**config.mk**
```make
export PLATFORM = sky130hd
export DESIGN_NAME = req_grant_arbiter8
export DESIGN_NICKNAME = d
export VERILOG_FILES = /design/src/rtl/req_grant_arbiter8.sv
export SDC_FILE = /design/constraint.sdc
export NUM_CORES = 1
export LEC_CHECK = 0
export ABC_AREA = 1
export BUFFER_PORTS_ARGS = -buffer_cell sky130_fd_sc_hd__clkbuf_2
export CORE_MARGIN = 2
export CORE_UTILIZATION = 56
export DETAILED_ROUTE_END_ITERATION = 10
export PLACE_DENSITY = 0.82
export SKIP_CTS_REPAIR_TIMING = 1
export SYNTH_ARGS = -nofsm -noshare
export SYNTH_HDL_FRONTEND = slang
export SYNTH_SLANG_ARGS = --single-unit
```
**constraint.sdc**
```tcl
create_clock -name clk -period 3.57 [get_ports clk]
set_clock_uncertainty 0.2 [all_clocks]
set_input_delay 0 -clock clk [delete_from_list [all_inputs] [get_ports clk]]
set_output_delay 0 -clock clk [all_outputs]
set_load 0.1 [all_outputs]
```
**src/rtl/req_grant_arbiter8.sv**
```systemverilog
// req_grant_arbiter8: single-owner request/grant arbiter with hold watchdog.
// Define ARB_ROUND_ROBIN_EN for round-robin; fixed priority otherwise.
module req_grant_arbiter8 #(
  parameter int N        = 8,
  parameter int MAX_HOLD = 16,
  parameter int CNT_W    = 5
) (
  input  logic         clk,
  input  logic         rst,
  input  logic [N-1:0] req,
  input  logic         done,
  output logic [N-1:0] gnt,
  output logic [2:0]   gnt_id,
  output logic         gnt_valid,
  output logic         timeout
);

  typedef enum logic {
    IDLE,
    GRANT
  } state_e;

  state_e           state_q, state_d;
  logic [N-1:0]     gnt_q, gnt_d;
  logic [2:0]       id_q, id_d;
  logic             vld_q, vld_d;
  logic             to_q, to_d;
  logic [CNT_W-1:0] cnt_q, cnt_d;

  logic             win_found;
  logic [2:0]       win_id;
  logic             own_req;
  logic             hold_hit;
  logic             rel;

`ifdef ARB_ROUND_ROBIN_EN
  logic [2:0] rr_q, rr_d;
  logic [2:0] idx;

  // Winner: first requester at or after the rotating pointer.
  always_comb begin
    win_found = 1'b0;
    win_id    = 3'd0;
    idx       = 3'd0;
    for (int k = 0; k < N; k++) begin
      idx = rr_q + 3'(k);
      if (!win_found && req[idx]) begin
        win_found = 1'b1;
        win_id    = idx;
      end
    end
  end

  // Pointer moves past the owner on each release.
  always_comb begin
    rr_d = rr_q;
    if (state_q == GRANT && rel) begin
      rr_d = id_q + 3'd1;
    end
  end

  // Round-robin pointer register.
  always_ff @(posedge clk) begin
    if (rst) begin
      rr_q <= 3'd0;
    end else begin
      rr_q <= rr_d;
    end
  end
`else
  // Winner: lowest set request index.
  always_comb begin
    win_found = 1'b0;
    win_id    = 3'd0;
    for (int i = N - 1; i >= 0; i--) begin
      if (req[i]) begin
        win_found = 1'b1;
        win_id    = 3'(i);
      end
    end
  end
`endif

  assign own_req  = req[id_q];
  assign hold_hit = (cnt_q == CNT_W'(MAX_HOLD));
  assign rel      = done | ~own_req | hold_hit;

  // Next state and registered outputs.
  always_comb begin
    state_d = state_q;
    gnt_d   = gnt_q;
    id_d    = id_q;
    vld_d   = vld_q;
    cnt_d   = cnt_q;
    to_d    = 1'b0;
    unique case (state_q)
      IDLE: begin
        if (win_found) begin
          state_d = GRANT;
          gnt_d   = {{(N-1){1'b0}}, 1'b1} << win_id;
          id_d    = win_id;
          vld_d   = 1'b1;
          cnt_d   = CNT_W'(1);
        end
      end
      GRANT: begin
        if (rel) begin
          state_d = IDLE;
          gnt_d   = '0;
          id_d    = 3'd0;
          vld_d   = 1'b0;
          cnt_d   = '0;
          to_d    = hold_hit & ~done & own_req;
        end else begin
          cnt_d   = cnt_q + CNT_W'(1);
        end
      end
      default: begin
        state_d = IDLE;
      end
    endcase
  end

  // State and output registers, synchronous reset.
  always_ff @(posedge clk) begin
    if (rst) begin
      state_q <= IDLE;
      gnt_q   <= '0;
      id_q    <= 3'd0;
      vld_q   <= 1'b0;
      cnt_q   <= '0;
      to_q    <= 1'b0;
    end else begin
      state_q <= state_d;
      gnt_q   <= gnt_d;
      id_q    <= id_d;
      vld_q   <= vld_d;
      cnt_q   <= cnt_d;
      to_q    <= to_d;
    end
  end

  assign gnt       = gnt_q;
  assign gnt_id    = id_q;
  assign gnt_valid = vld_q;
  assign timeout   = to_q;

endmodule

```
==> run summary <==
status: complete, but fails checks
failing checks: negative hold slack
HP Class: in -> reg
pin count of the biggest net entering global routing: 18
syn nets: 165
dominant cell type by area after synthesis: dfxtp_1
Iter 0 DRT Violations: 32
clock-pin slew on the worst setup and hold paths: 0.11 ns
top-count cell post-synth: nand2_1
fmax: 542 MHz
final hold slack: -0.0504 ns
core box area: 1760 um^2
H-tree Lvls: 1
DR vias: 1,068
dpl cells: 197
number of flops mapped to enable cells by yosys: 0
Num CTS Buffers: 3
Synth top area share: 35.3%
Min-Delay Path Depth: 6
Cell Rows: 15
RSZ-0062 raised after global routing: no
number of standard cells after synthesis: 152
I/O Pins: 24
clk sinks: 19
mapped cell area: 1080 um^2
Total GRT Usage: 22.3%
number of global-route vias before repair: 893
clock buffer depth: 2
FF-to-FF setup slack: 1.72 ns
Fin Setup TNS: 0 ns
hold worst-path end: gnt[5]$_SDFFE_PP0P_
Worst slew margin: 64.2%
top post-synthesis cells by count: nand2_1, inv_1, dfxtp_1
Detailed Routing Iterations Pass 1: 4
ant diodes: 0
total of max-cap violations: 0
Fin. Hold Viols: 7
TritonCTS clock tree: done
grt ovf: 0
Die Width: 47.9 um
R2R Path Start: cnt_q[0]$_SDFFE_PP0P_
synth unique cells: 24
power density over cell area: 353 nW/um^2
WL per Instance: 11.4 um
Post-Layout Cell Count: 203
crit path launch type: register
post-route ant nets: 0
Synth async-reset ratio: 0%
Clock Latency Late Sink: 0.31 ns
chip height: 47.9 um
VDD IR-drop max: 358 uV
HPWL reported at the end of detailed placement: 1.77 mm
Synth Flop Type: dfxtp_1
CP Class: reg -> reg
Total Nets Final: 192
worst-path maximum fanout: 14
CTS root buf: clkbuf_4
Worst Hold Launch: req[0]
DRC viols: 0
Tcrit/Tclk final: 51.7%
WP data arrival: 1.88 ns
Yosys reg bits: 19
global-route wire length before repair: 3.57 mm
R2R depth: 7
Leak: 0.000594 uW
yosys warns: 0
total wire length: 2.32 mm
Die ar.: 2290 um^2
Synth area leaders: dfxtp_1, nand2_1, nand3_1, inv_1, a21oi_2
PortBufs: 23
share of post-route cells with drive strength above 1: 25.3%
Worst-Margin Slew: 0.539 ns
r2r endpoint: gnt_valid$_SDFFE_PP0P_
Vias per Instance: 5.26
Max Transition Viols Final: 0
Starting Density: 61.1%
Avg Inst Size Synth: 7.09 um^2
Setup crit end kind: register
Area growth, synth to finish: 15.3%
WP data required: 3.60 ns
Final setup viols: 0
crit path time final: 1.85 ns
initial antenna violation count: 0
RD Place Congestion: 0.825
Seq/Total Area, Yosys: 35.3%
layer usage:
metal / vias up / global-route usage [%] / share of wire [%]
met5: - / 0 / 0
met4: 0 / 11.4 / 2.0
met3: 5 / 3.40 / 5.4
met2: 37 / 36.5 / 45
met1: 484 / 28.3 / 47
li1: 542 / - / -
layout make-up:
type	count	area, um^2
inverter	24	90.1
multi-input combinational	106	579
fill	158	522
clock buffer	4	26.3
tap	25	31.3
sequential	19	380
timing repair buffer	25	135
power breakdown:
part	switching [uW]	internal, uW	total, uW
clock network	69.9	43.7	114
registers	5.96	219	225
logic	75.2	24.7	99.8
total	151	287	438
through the flow:
stage               setup slack (ns)  area (um^2)  hold slack [ns]  power [uW]  utilization, %
floorplan                       1.29         1080           0.0101         310               -
global route                    1.60         1240           0.0145         455            70.4
global placement                1.86         1200            0.119         325            67.8
detailed placement              1.76         1200            0.124         327            67.8
finish                          1.72         1240          -0.0504         438            70.4
CTS                             1.73         1220           -0.210         439            69.3
worst max-delay path by stage:
| stage | to | start | cells past startpoint |
|---|---|---|---|
| floorplan | gnt_id[0]$_SDFFE_PP0P_ | gnt_id[0]$_SDFFE_PP0P_ | 9 |
| global route | gnt_valid$_SDFFE_PP0P_ | cnt_q[0]$_SDFFE_PP0P_ | 7 |
| CTS | gnt_valid$_SDFFE_PP0P_ | cnt_q[0]$_SDFFE_PP0P_ | 7 |
| global placement | gnt[5]$_SDFFE_PP0P_ | cnt_q[0]$_SDFFE_PP0P_ | 8 |
| finish | gnt_valid$_SDFFE_PP0P_ | cnt_q[0]$_SDFFE_PP0P_ | 7 |
| detailed placement | gnt_valid$_SDFFE_PP0P_ | cnt_q[0]$_SDFFE_PP0P_ | 7 |
worst max-delay path, cell delays in order (launching register included):
cell     delay (ns)
dfxtp_1        0.40
inv_1          0.08
ha_1           0.24
a31oi_4        0.23
nand4_2        0.19
nand2_4        0.21
nand2_1        0.08
a21oi_1        0.14
kinds of logic after synthesis:
group	count (synthesis)	synth area share, %
fa+ha+maj	2	2.32
buf+inv	27	10.9
xor+xnor	2	1.63
flops	19	35.3
compound gates	21	14.6
simple gates	81	35.2
registers in the layout (all words and copies together) (netlist names):
| signal | flops |
|---|---|
| gnt | 8 |
| timeout | 1 |
| cnt_q | 5 |
| gnt_valid | 1 |
| state_q | 1 |
| gnt_id | 3 |
cell usage in the layout, fill, tap and decap left out, drive strengths merged:
| cell | netlist | layout |
|---|---|---|
| nand2 | 44 | 44 |
| dfxtp | 19 | 19 |
| nor4 | 1 | 1 |
| nor3b | 1 | 1 |
| o21a | 1 | 1 |
| inv | 24 | 24 |
| nand3 | 18 | 18 |
| ha | 2 | 2 |
| dlygate4sd3 | 0 | 2 |
| clkbuf | 1 | 27 |
| a21oi | 17 | 17 |
| a31oi | 1 | 1 |
| and3 | 1 | 1 |
| xor2 | 1 | 1 |
| o21ai | 2 | 2 |
| nand4 | 6 | 6 |
| nor2 | 10 | 10 |
| xnor2 | 1 | 1 |
(Power assumes the default switching activity.)
